===== src/rtl/scoreboard_pkg.sv =====
// Shared types, default constants and saturating score arithmetic
// for the scoreboard game-control stage.
package scoreboard_pkg;

  typedef enum logic [1:0] {
    IDLE,
    RUN,
    PAUSE,
    EXPIRED
  } state_t;

  localparam int SHOT_INIT_DEF = 24;
  localparam int SCORE_MAX_DEF = 99;
  localparam int SCORE_W       = 8;
  localparam int SHOT_W        = 6;

  // The sum is one bit wider than the score, so it cannot wrap before the clamp.
  function automatic logic [SCORE_W-1:0] sat_add(input logic [SCORE_W-1:0] score,
                                                 input logic [1:0]         n,
                                                 input logic [SCORE_W-1:0] max);
    logic [SCORE_W:0] sum;
    sum = {1'b0, score} + {{(SCORE_W-1){1'b0}}, n};
    if (sum > {1'b0, max}) begin
      return max;
    end
    return sum[SCORE_W-1:0];
  endfunction

endpackage


===== src/rtl/btn_debounce.sv =====
// Push-button conditioner: 2-flop synchronizer, debounce counter on the
// accepted level, and a single-cycle pulse on its rising edge.
module btn_debounce #(
  parameter int DEB_CYCLES = 20
) (
  input  logic clk_scan,
  input  logic rst,
  input  logic i_btn,
  output logic o_pulse
);

  localparam int CNT_W = $clog2(DEB_CYCLES + 1);

  logic             r_sync1;
  logic             r_sync2;
  logic             r_level;
  logic             r_level_d;
  logic [CNT_W-1:0] r_cnt;

  always_ff @(posedge clk_scan or posedge rst) begin
    if (rst) begin
      r_sync1   <= 1'b0;
      r_sync2   <= 1'b0;
      r_level   <= 1'b0;
      r_level_d <= 1'b0;
      r_cnt     <= '0;
    end else begin
      r_sync1   <= i_btn;
      r_sync2   <= r_sync1;
      r_level_d <= r_level;
      // Counts consecutive samples that disagree with the accepted level.
      if (r_sync2 == r_level) begin
        r_cnt <= '0;
      end else if (r_cnt == CNT_W'(DEB_CYCLES - 1)) begin
        r_level <= r_sync2;
        r_cnt   <= '0;
      end else begin
        r_cnt <= r_cnt + CNT_W'(1);
      end
    end
  end

  assign o_pulse = r_level & ~r_level_d;

endmodule


===== src/rtl/scoreboard_ctrl.sv =====
// Basketball scoreboard game control: run/pause FSM, shot clock, two
// saturating score accumulators and the expiry buzzer.
module scoreboard_ctrl
  import scoreboard_pkg::*;
#(
  parameter int TICKS_PER_SEC = 1000,
  parameter int SHOT_INIT     = SHOT_INIT_DEF,
  parameter int SCORE_MAX     = SCORE_MAX_DEF,
  parameter int DEB_CYCLES    = 20,
  parameter int BUZZ_CYCLES   = 500
) (
  input  logic               clk_scan,
  input  logic               rst,
  input  logic               btn_a1,
  input  logic               btn_a2,
  input  logic               btn_a3,
  input  logic               btn_b1,
  input  logic               btn_b2,
  input  logic               btn_b3,
  input  logic               btn_start,
  input  logic               btn_shot_rst,
  output logic [SCORE_W-1:0] score_a,
  output logic [SCORE_W-1:0] score_b,
  output logic [SHOT_W-1:0]  shot_clock,
  output logic               running,
  output logic               buzzer
);

  localparam int MS_W = (TICKS_PER_SEC > 1) ? $clog2(TICKS_PER_SEC) : 1;
  localparam int BZ_W = $clog2(BUZZ_CYCLES + 1);

  logic [7:0] w_btn;
  logic [7:0] w_pulse;
  logic       w_start;
  logic       w_srst;
  logic       w_tick;
  logic       w_expire;
  logic [1:0] w_add_a;
  logic [1:0] w_add_b;
  state_t     w_state_next;

  state_t             r_state;
  logic [MS_W-1:0]    r_ms_cnt;
  logic [SHOT_W-1:0]  r_shot;
  logic [SCORE_W-1:0] r_score_a;
  logic [SCORE_W-1:0] r_score_b;
  logic               r_running;
  logic               r_buzzer;
  logic [BZ_W-1:0]    r_buzz_cnt;

  assign w_btn = {btn_shot_rst, btn_start, btn_b3, btn_b2, btn_b1, btn_a3, btn_a2, btn_a1};

  for (genvar g = 0; g < 8; g++) begin : g_deb
    btn_debounce #(
      .DEB_CYCLES(DEB_CYCLES)
    ) u_deb (
      .clk_scan(clk_scan),
      .rst     (rst),
      .i_btn   (w_btn[g]),
      .o_pulse (w_pulse[g])
    );
  end

  assign w_start  = w_pulse[6];
  assign w_srst   = w_pulse[7];
  assign w_tick   = (r_state == RUN) && (r_ms_cnt == MS_W'(TICKS_PER_SEC - 1));
  // A reload arriving with the final decrement cancels the expiry.
  assign w_expire = w_tick && (r_shot == SHOT_W'(1)) && !w_srst;

  always_comb begin
    w_add_a = 2'd0;
    w_add_b = 2'd0;
    if (w_pulse[2])      w_add_a = 2'd3;
    else if (w_pulse[1]) w_add_a = 2'd2;
    else if (w_pulse[0]) w_add_a = 2'd1;
    if (w_pulse[5])      w_add_b = 2'd3;
    else if (w_pulse[4]) w_add_b = 2'd2;
    else if (w_pulse[3]) w_add_b = 2'd1;
  end

  always_comb begin
    w_state_next = r_state;
    case (r_state)
      IDLE:    if (w_start) w_state_next = RUN;
      RUN: begin
        if (w_expire)     w_state_next = EXPIRED;
        else if (w_start) w_state_next = PAUSE;
      end
      PAUSE:   if (w_start) w_state_next = RUN;
      EXPIRED: if (w_srst)  w_state_next = IDLE;
      default: w_state_next = IDLE;
    endcase
  end

  always_ff @(posedge clk_scan or posedge rst) begin
    if (rst) begin
      r_state   <= IDLE;
      r_running <= 1'b0;
    end else begin
      r_state   <= w_state_next;
      r_running <= (w_state_next == RUN);
    end
  end

  always_ff @(posedge clk_scan or posedge rst) begin
    if (rst) begin
      r_ms_cnt <= '0;
      r_shot   <= SHOT_W'(SHOT_INIT);
    end else begin
      if (w_srst || w_expire) begin
        r_ms_cnt <= '0;
      end else if (r_state == RUN) begin
        r_ms_cnt <= w_tick ? '0 : r_ms_cnt + MS_W'(1);
      end
      if (w_srst) begin
        r_shot <= SHOT_W'(SHOT_INIT);
      end else if (w_tick) begin
        r_shot <= r_shot - SHOT_W'(1);
      end
    end
  end

  always_ff @(posedge clk_scan or posedge rst) begin
    if (rst) begin
      r_score_a <= '0;
      r_score_b <= '0;
    end else begin
      r_score_a <= sat_add(r_score_a, w_add_a, SCORE_W'(SCORE_MAX));
      r_score_b <= sat_add(r_score_b, w_add_b, SCORE_W'(SCORE_MAX));
    end
  end

  // The count holds the cycles remaining after the current one.
  always_ff @(posedge clk_scan or posedge rst) begin
    if (rst) begin
      r_buzzer   <= 1'b0;
      r_buzz_cnt <= '0;
    end else if (w_expire) begin
      r_buzzer   <= 1'b1;
      r_buzz_cnt <= BZ_W'(BUZZ_CYCLES - 1);
    end else if (w_srst) begin
      r_buzzer   <= 1'b0;
      r_buzz_cnt <= '0;
    end else if (r_buzzer) begin
      if (r_buzz_cnt == '0) begin
        r_buzzer <= 1'b0;
      end else begin
        r_buzz_cnt <= r_buzz_cnt - BZ_W'(1);
      end
    end
  end

  assign score_a    = r_score_a;
  assign score_b    = r_score_b;
  assign shot_clock = r_shot;
  assign running    = r_running;
  assign buzzer     = r_buzzer;

endmodule

===== config.mk =====
export PLATFORM = sky130hd
export DESIGN_NAME = scoreboard_ctrl
export DESIGN_NICKNAME = d
export VERILOG_FILES = /design/src/rtl/scoreboard_pkg.sv /design/src/rtl/btn_debounce.sv /design/src/rtl/scoreboard_ctrl.sv
export SDC_FILE = /design/constraint.sdc
export NUM_CORES = 1
export LEC_CHECK = 0
export CORE_AREA = 2 2 111 113
export DETAILED_ROUTE_END_ITERATION = 12
export DIE_AREA = 0 0 113 115
export PLACE_DENSITY = 0.67
export SYNTH_ARGS = -nofsm -noshare
export SYNTH_HDL_FRONTEND = slang
export SYNTH_SLANG_ARGS = --single-unit
export TNS_END_PERCENT = 1

===== constraint.sdc =====
create_clock -name clk_scan -period 8.4 [get_ports clk_scan]
set_input_delay 1.68 -clock clk_scan [delete_from_list [all_inputs] [get_ports clk_scan]]
set_output_delay 1.68 -clock clk_scan [all_outputs]
set_load 0.01 [all_outputs]

-- Word level (Yosys, flattened, before mapping)
Cells that the tools add are included.
- bits in registers: 117
- bits of input ports: 10
- output and inout bits: 24
- logic and storage cells: 176
- add/sub/neg operators: 13
- $lt $le $gt $ge: 2
- equality and inequality tests: 23
- muxes and demuxes: 46
- bitwise logic cells: 24
- reductions and logical operators: 20
- operator list (kind ; count):
    $mux W5 ; 16
    $add A5 B1 Y5 const B ; 8
    $eq A5 B5 Y1 const B ; 8
    $mux W9 ; 4
    $mux W8 ; 4
    $mux W10 ; 3
    $add A8 B2 Y9 ; 2
    $gt A9 B7 Y1 const B ; 2
    $reduce_and A2 Y1 ; 9
    $mux W2 ; 8
    $not A1 Y1 ; 16
    $mux W6 ; 2
    $add A10 B1 Y10 const B ; 1
    $eq A10 B10 Y1 const B ; 1
    $logic_not A9 Y1 ; 1
    $sub A9 B1 Y9 const B ; 1
    $and A1 B1 Y1 ; 8
    $eq A1 B1 Y1 ; 8
    $mux W1 ; 8
    $eq A6 B1 Y1 const B ; 1
    $pmux W2 S3 ; 1
    $sub A6 B1 Y6 const B ; 1
    $eq A2 B1 Y1 const B ; 2
    $eq A2 B2 Y1 const B ; 2
    8 further kinds ; 11

-- Depth between registers and ports, before layout
Gate-level depths: netlist (run 1).
- word-level depth: 9
- mapped depth: 11
- gate-level depth less buffers: 11

-- By module
From an unflattened synthesis (run 1), not the netlist that was laid out.
- cell total of the unflattened synthesis: 491
- area, all modules: 5469.0 µm²
- by module, submodules not included (module ; times used ; cells each ; area each (µm²) ; sequential area each (µm²)):
    btn_debounce ; 8 ; 27 ; 354.1 ; 225.2
    scoreboard_ctrl ; 1 ; 275 ; 2636.3 ; 1128.6

-- Worst setup path before layout (run 1)
Ideal clock, no wire load.
- kind: reg2reg
- start: reg g_deb[4].u_deb.r_level
- end: reg r_score_b[0], in the netlist score_b[0]
- library setup time: 0.124 ns
- arrival time: 2.390 ns
- required time: 8.276 ns
- path slack: 5.885 ns
- cell stages (with the launch flop): 11
- buffers on the path: 0
- period minus slack after synthesis: 2.515 ns
- cells stage by stage: dfrtp_1 nor2b_1 o21ai_0 ha_1 inv_1 fa_1 nand2b_1 or4_1 a22oi_1 o21ai_1 or2_1
- cells in the longest elaborated chain, start to end: 7
- RTL lines (item ; RTL line ; source):
    from (decl) ; btn_debounce.sv:16 ; logic r_level;
    from (signal assigned) ; btn_debounce.sv:35 ; r_level <= r_sync2;
    $and A1 B1 Y1 (*) ; btn_debounce.sv:43 ; assign o_pulse = r_level & ~r_level_d;
    $mux W2 (*) ; scoreboard_ctrl.sv:77 ; else if (w_pulse[4]) w_add_b = 2'd2;
    $mux W2 (*) ; scoreboard_ctrl.sv:76 ; if (w_pulse[5]) w_add_b = 2'd3;
    $add A8 B2 Y9 (*) ; scoreboard_pkg.sv:22 ; sum = {1'b0, score} + {{(SCORE_W-1){1'b0}}, n};
    $gt A9 B7 Y1 ; scoreboard_pkg.sv:23 ; if (sum > {1'b0, max}) begin
    $mux W1 ; scoreboard_pkg.sv:23 ;
    $mux W8 (*) ; scoreboard_pkg.sv:26 ; return sum[SCORE_W-1:0];
    to (signal assigned) ; scoreboard_ctrl.sv:129 ; r_score_b <= sat_add(r_score_b, w_add_b, SCORE_W'(SCORE_MAX));
    to (decl) ; scoreboard_ctrl.sv:46 ; logic [SCORE_W-1:0] r_score_b;
Mark *: on every way between the ends. The rest lies on a longest branch, timed or not.
A chain may end at the register's enable or synchronous reset.

-- Worst setup path after layout (run 1)
- start: reg r_score_b[2], in the netlist score_b[2]
- end: out score_b[2]
- RTL lines (item ; RTL line ; source):
    to (decl) ; scoreboard_ctrl.sv:23 ; output logic [SCORE_W-1:0] score_b,
No word-level cell between the ends.

==> summary.md, run 1 <==
| Metric | Value |
|---|---|
| Commonest non-fill, non-tap cell in the layout | `dfrtp_1` |
| TritonRoute pass-1 iters | `8` |
| Final min period | `3.22 ns` |
| Initial Util | `0.444` |
| Maximum number of pins on one net before global-route repair | `76` |
| Core ar. | `11800 um^2` |
| Cell variety after synth | `52` |
| Gr usage total | `0.157` |
| Area Growth Syn to Fin | `21.2%` |
| Slowest cell on the critical path | `clkdlybuf4s50_1` |
| Pwr/cell area | `212 nW/um^2` |
| Total CTS buffers | `17` |
| Async SR Flop Fraction | `1.00` |
| GRT overflow | `0` |
| Leakage | `2.75 nW` |
| Post-synthesis cell count | `489` |
| Post-CTS Setup Bufs | `0` |
| Hold_buf cts | `0` |
| Hpwl dp | `6170 um` |
| Max Cap Viol | `0` |
| CTS clk-pin slew, worst paths | `0.05 ns` |
| Port bufs | `33` |
| Most frequent cells in the layout | `dfrtp_1 (115), nor2_1 (57), nand2_1 (41)` |
| Slowest stage delay, CP | `0.61 ns` |
| Setup CP Type | `flip-flop to primary output` |
| Setup Slack @ Placement | `4.90 ns` |
| Die X | `113 um` |
| CTS tree | `done` |
| Initial antenna violation count | `0` |
| Final setup viols | `0` |
| CTS Buffer Depth | `2` |
| Startpoint type of the worst setup path | `flip-flop` |
| Worst rel slew slack | `0.405` |
| Worst EP arrival | `1.54 ns` |
| Max IR drop VDD | `0.113 mV` |
| Placer Congestion | `0.823` |
| Clock root buffer | `clkbuf_16` |
| Most area-hungry cell type in the Yosys netlist | `dfrtp_1` |
| Worst Tran Pin Value | `0.893 ns` |
| Routed wire length | `9000 um` |
| Worst path bufs/invs | `1` |
| Vias in the first global route | `3633` |
| Top cells by area, synth | `dfrtp_1 (55%), nor2_1 (4.1%), ha_1 (3.8%)` |
| First-pass GRT wire length | `16200 um` |
| Synthesized flop and latch total | `117` |
| Syn Area/Cell | `10.7 um^2` |
| Row cnt | `40` |
| Wirelength per Cell | `12.9 um` |
| Fin. max-slew vios | `0` |
| I/O pin total | `34` |
| Critical path required time | `6.72 ns` |
| Clock latency on the worst-skew pair | `0.41 ns` |
| DRC Markers | `5` |
| Netlist area before placement | `5250 um^2` |
| Final WS setup | `5.18 ns` |
| Fin. Hold Viols | `0` |
| Initial drt markers | `196` |
| Ant diodes | `0` |
| Tcrit/Tclk final | `0.383` |
| Setup TNS | `0 ns` |
| Layout cells sized above 1 | `0.102` |
| Outcome | `finished with violations` |
| H-tree levels | `4` |
| Nature of the critical path endpoint | `primary output` |
| Die Span Y | `115 um` |
| Sequential share of the synthesized area | `0.559` |
| RSZ-0062 raised after global routing | `false` |
| Vias per cell | `5.19` |
| Fmax achieved | `311 MHz` |
| Max Clock Skew | `0.00906 ns` |
| Via count | `3623` |
| Clk sinks | `117` |
| Critical path, cell by cell | `clkdlybuf4s50_1` |
| Family with the most delay on the worst path | `buffers and inverters` |
| Failing checks | `design-rule violations` |
| Cts repair resizes | `0` |
| Hold Crit Class | `flip-flop to flip-flop` |
| DRT antenna net count | `0` |
| Synth top area share | `0.549` |
| Most used flip-flop cell after synthesis | `dfrtp_1` |
| EDFF count, synth | `0` |
| YS warnings | `0` |
| CP max FO | `10` |
| Nets | `566` |
| Fillers | `1063` |
| Die area | `13000 um^2` |
[cells in the mapped netlist, drive strengths merged (3+ instances only)]
library cell    n
nand2b         14
nand2          41
a21boi          3
nor2b          12
a31oi           5
o21ai          24
inv            25
nor4            3
or4             4
clkbuf          4
nand3          21
xor2           20
xnor2          21
nand4           4
mux2           14
a22oi           6
ha             16
a21oi          15
nor2           57
nor3b           7
dfrtp         115
nor3           18
or2             3
buf             3
o21a            3
nand4b          3
[flip-flops by register name, summed over array words and instances (netlist names)]
signal                 count
g_deb.u_deb.r_cnt         40
r_ms_cnt                  10
g_deb.u_deb.r_sync1        8
r_buzz_cnt                 9
g_deb.u_deb.r_sync2        8
r_state                    2
buzzer                     1
score_a                    8
score_b                    8
g_deb.u_deb.r_level        8
g_deb.u_deb.r_level_d      8
shot_clock                 6
running                    1
[metal layers]
metal | track usage | share of wire | vias to the layer above
met4 | 0.0699 | 0.011 | 0
li1 | - | - | 1778
met1 | 0.195 | 0.47 | 1769
met5 | 0 | 0 | -
met3 | 0.0501 | 0.040 | 12
met2 | 0.253 | 0.48 | 64
[worst paths after layout]
kind                                                     from                           endpoint  slack, ns  cells past startpoint
hold reg to reg              g_deb[0].u_deb.r_sync1$_DFF_PP0_   g_deb[0].u_deb.r_sync2$_DFF_PP0_       0.34                      0
min in group asynchronous                                 rst   g_deb[3].u_deb.r_sync2$_DFF_PP0_       1.67                      2
max in group asynchronous                                 rst  g_deb[0].u_deb.r_cnt[3]$_DFF_PP0_       5.44                      3
hold / removal               g_deb[0].u_deb.r_sync1$_DFF_PP0_   g_deb[0].u_deb.r_sync2$_DFF_PP0_       0.34                      0
setup / recovery                         score_b[2]$_DFF_PP0_                         score_b[2]       5.18                      1
setup reg to reg           g_deb[1].u_deb.r_level$_DFFE_PP0P_               score_a[0]$_DFF_PP0_       5.45                     11
[power by group]
| part | internal [mW] | switching, mW | total (mW) |
|---|---|---|---|
| combinational | 0.0171 | 0.0236 | 0.0407 |
| clock | 0.472 | 0.246 | 0.717 |
| sequential | 0.578 | 0.00983 | 0.588 |
| total | 1.07 | 0.279 | 1.35 |
[logic make-up after synthesis]
kind of cell / Yosys count / synth area share
buffers and inverters: 32 / 0.0241
AOI/OAI and AO/OA: 68 / 0.0789
and+or+nand+nor: 196 / 0.190
muxes: 16 / 0.0339
other: 1 / 0.000715
xor gates and xnor gates: 41 / 0.0684
adders and majority gates: 18 / 0.0458
DFF: 117 / 0.559
[area by class of cell]
type,instances,area (um^2),area share
tap,147,184,0.0289
inverter,25,96.3,0.0152
timing repair buffer,36,353,0.0555
multi-input combinational,341,2190,0.345
sequential,117,2930,0.461
clock inverter,13,158,0.0248
clock buffer,19,443,0.0697
[per-stage QoR]
| step | instance area [um^2] | total power, mW | hold WS [ns] | instances | utilization |
|---|---|---|---|---|---|
| after CTS | 6360 | 1.36 | 0.347 | 698 | 0.538 |
| after detailed placement | 5760 | 0.639 | 0.336 | 666 | 0.487 |
| after floorplan | 5250 | 0.624 | 0.331 | 490 | - |
| final | 6360 | 1.35 | 0.343 | 698 | 0.538 |
| after global placement | 5760 | 0.637 | 0.334 | 666 | 0.487 |
| after global routing | 6360 | 1.40 | 0.351 | 698 | 0.538 |
(Power assumes the default switching activity.)
==> run 2: changes to the inputs <==
==> constraint.sdc (replaced) <==
create_clock -name clk_scan -period 3.2 [get_ports clk_scan]
set_input_delay 0.64 -clock clk_scan [delete_from_list [all_inputs] [get_ports clk_scan]]
set_output_delay 0.64 -clock clk_scan [all_outputs]
set_load 0.01 [all_outputs]
==> summary.md, run 2 (same netlist as run 1, synthesis figures left out) <==
| Metric | Value |
|---|---|
| Outcome | `finished with violations` |
| Failing checks | `design-rule violations` |
| Post-CTS Setup Bufs | `0 (unchanged)` |
| Fillers | `994 (-6.5%)` |
| Area post-placement | `5770 um^2 (+0.15%)` |
| CTS tree | `done` |
| Nets | `567 (+0.18%)` |
| Setup CP Type | `flip-flop to flip-flop` |
| Pwr/cell area | `576 nW/um^2 (+170%)` |
| Row cnt | `40 (unchanged)` |
| First-pass GRT wire length | `16000 um (-1.3%)` |
| Port bufs | `33 (unchanged)` |
| Worst rel slew slack | `0.507 (+0.102)` |
| Critical path, cell by cell | `nor2b_1 > o21ai_0 > ha_1 > inv_1 > fa_1 > nand2b_1 > or4_1 > a22oi_1 > o21ai_1 > or2_1` |
| Max Cap Viol | `0 (unchanged)` |
| NetSw | `725 uW (+160%)` |
| I/O pin total | `34 (unchanged)` |
| Startpoint type of the worst setup path | `flip-flop` |
| Max Clock Skew | `0.00604 ns (-0.00302 ns)` |
| Die Span Y | `115 um (unchanged)` |
| Post-route cell area | `6410 um^2 (+0.87%)` |
| TritonRoute pass-1 iters | `8 (unchanged)` |
| Critical path required time | `3.49 ns (-3.23 ns)` |
| GRT overflow | `0 (unchanged)` |
| Die area | `13000 um^2 (unchanged)` |
| Final min period | `2.72 ns` |
| Setup Slack @ Placement | `0.480 ns (-4.42 ns)` |
| Slowest cell on the critical path | `fa_1` |
| Final setup viols | `0 (unchanged)` |
| CP max FO | `4 (-6)` |
| Initial antenna violation count | `0 (unchanged)` |
| Seq pwr share | `0.418 (-0.019)` |
| Hpwl dp | `6030 um (-2.3%)` |
| Family with the most delay on the worst path | `simple AND/OR/NAND/NOR gates` |
| Maximum number of pins on one net before global-route repair | `62 (-18%)` |
| Hold_ws | `0.347 ns (+0.00350 ns)` |
| Ant diodes | `0 (unchanged)` |
| Placer Congestion | `0.811 (-1.5%)` |
| Worst EP arrival | `3.01 ns (+1.47 ns)` |
| Leakage | `2.78 nW (+1.0%)` |
| RSZ-0062 raised after global routing | `false` |
| Comb power frac | `0.029 (about the same)` |
| Largest Register | `g_deb.u_deb.r_cnt` |
| Setup TNS | `0 ns (unchanged)` |
| Final WS setup | `0.480 ns (-4.70 ns)` |
| DRC Markers | `2 (-3)` |
| Die X | `113 um (unchanged)` |
| Clock root buffer | `clkbuf_16` |
| Commonest non-fill, non-tap cell in the layout | `dfrtp_1` |
| Fin. max-slew vios | `0 (unchanged)` |
| Worst Tran Pin Value | `0.740 ns (-0.153 ns)` |
| Max FFs per register | `40 (unchanged)` |
| CTS clk-pin slew, worst paths | `0.05 ns (about the same)` |
| Wirelength per Cell | `13.0 um (+0.93%)` |
| Clk network pwr share | `0.553 (+0.020)` |
| Fmax achieved | `368 MHz` |
| Fin. Hold Viols | `0 (unchanged)` |
| Total CTS buffers | `17 (unchanged)` |
| DRT antenna net count | `0 (unchanged)` |
| Nature of the critical path endpoint | `flip-flop` |
| Hold_buf cts | `0 (unchanged)` |
| Hold Crit Class | `flip-flop to flip-flop` |
| Core ar. | `11800 um^2 (unchanged)` |
| Tcrit/Tclk final | `0.850` |
| Most frequent cells in the layout | `dfrtp_1 (115), nor2_1 (57), nand2_1 (41)` |
| Clk sinks | `117 (unchanged)` |
| Layout cells sized above 1 | `0.101 (-0.000184)` |
| Via count | `3647 (+0.66%)` |
| Vias in the first global route | `3629 (-0.11%)` |
| Worst path bufs/invs | `1 (unchanged)` |
| Gr usage total | `0.156 (-0.00100)` |
| CTS Buffer Depth | `2 (unchanged)` |
| H-tree levels | `4 (unchanged)` |
| Slowest stage delay, CP | `0.42 ns (-0.19 ns)` |
| Internal power | `2.97 mW (+180%)` |
| Clock latency on the worst-skew pair | `0.41 ns (about the same)` |
| Initial drt markers | `294 (+50%)` |
| Regs by FF count | `g_deb.u_deb.r_cnt (40), r_ms_cnt (10), r_buzz_cnt (9)` |
| Area Growth Syn to Fin | `22.2%` |
| Max IR drop VDD | `0.317 mV (+180%)` |
| Initial Util | `0.444 (unchanged)` |
| Vias per cell | `5.22 (+0.52%)` |
| Routed wire length | `9100 um (+1.1%)` |
| Cts repair resizes | `0 (unchanged)` |
| Sw frac | `0.197 (-0.0110)` |
## run 2: power by group through the flow
stage	sequential, mW	clock, mW	combinational (mW)
final	1.54	2.04	0.109
after detailed placement	1.57	0	0.112
after global placement	1.57	0	0.108
after CTS	1.54	2.09	0.113
after global routing	1.55	2.16	0.128
after floorplan	1.56	0	0.0766
## run 2: cell type report
cell class / count / area (um^2) / share of cell area
clock buffer: 24 / 502 / 0.0782
clock inverter: 8 / 145 / 0.0226
inverter: 25 / 97.6 / 0.0152
multi-input combinational: 341 / 2190 / 0.342
sequential: 117 / 2930 / 0.457
tap: 147 / 184 / 0.0287
timing repair buffer: 37 / 360 / 0.0562
## run 2: path summary, 6_finish.rpt
kind                                                         start                          endpoint  slack [ns]  depth (start not counted)
worst max-delay path            g_deb[4].u_deb.r_level$_DFFE_PP0P_              score_b[0]$_DFF_PP0_        0.48                         10
worst min-delay path              g_deb[1].u_deb.r_sync1$_DFF_PP0_  g_deb[1].u_deb.r_sync2$_DFF_PP0_        0.35                          0
worst max register to register  g_deb[4].u_deb.r_level$_DFFE_PP0P_              score_b[0]$_DFF_PP0_        0.48                         10
worst min register to register    g_deb[1].u_deb.r_sync1$_DFF_PP0_  g_deb[1].u_deb.r_sync2$_DFF_PP0_        0.35                          0
max in group asynchronous                                      rst              score_b[1]$_DFF_PP0_        1.87                          3
min in group asynchronous                                      rst  g_deb[0].u_deb.r_sync1$_DFF_PP0_        0.44                          2
## run 2: through the flow
step / utilization / instances / power (mW)
floorplan: - / 490 / 1.64
CTS: 0.543 / 699 / 3.74
detailed placement: 0.488 / 667 / 1.68
finish: 0.543 / 699 / 3.69
global placement: 0.488 / 667 / 1.67
global route: 0.543 / 699 / 3.84
## run 2: layer usage
metal	GRT usage	part of all wire	vias up
met5	0	0	-
met4	0.0862	0.024	0
met3	0.0496	0.040	20
met2	0.253	0.49	65
met1	0.185	0.45	1784
li1	-	-	1778
==> run 3: changes to the inputs <==
--- a/config.mk
+++ b/config.mk
@@ -9,6 +9,7 @@
 export DETAILED_ROUTE_END_ITERATION = 12
 export DIE_AREA = 0 0 113 115
 export PLACE_DENSITY = 0.67
+export SLEW_MARGIN = 20
 export SYNTH_ARGS = -nofsm -noshare
 export SYNTH_HDL_FRONTEND = slang
 export SYNTH_SLANG_ARGS = --single-unit
==> results of run 3 <==
Final layout, timing and power as in run 2 (identical DEF).
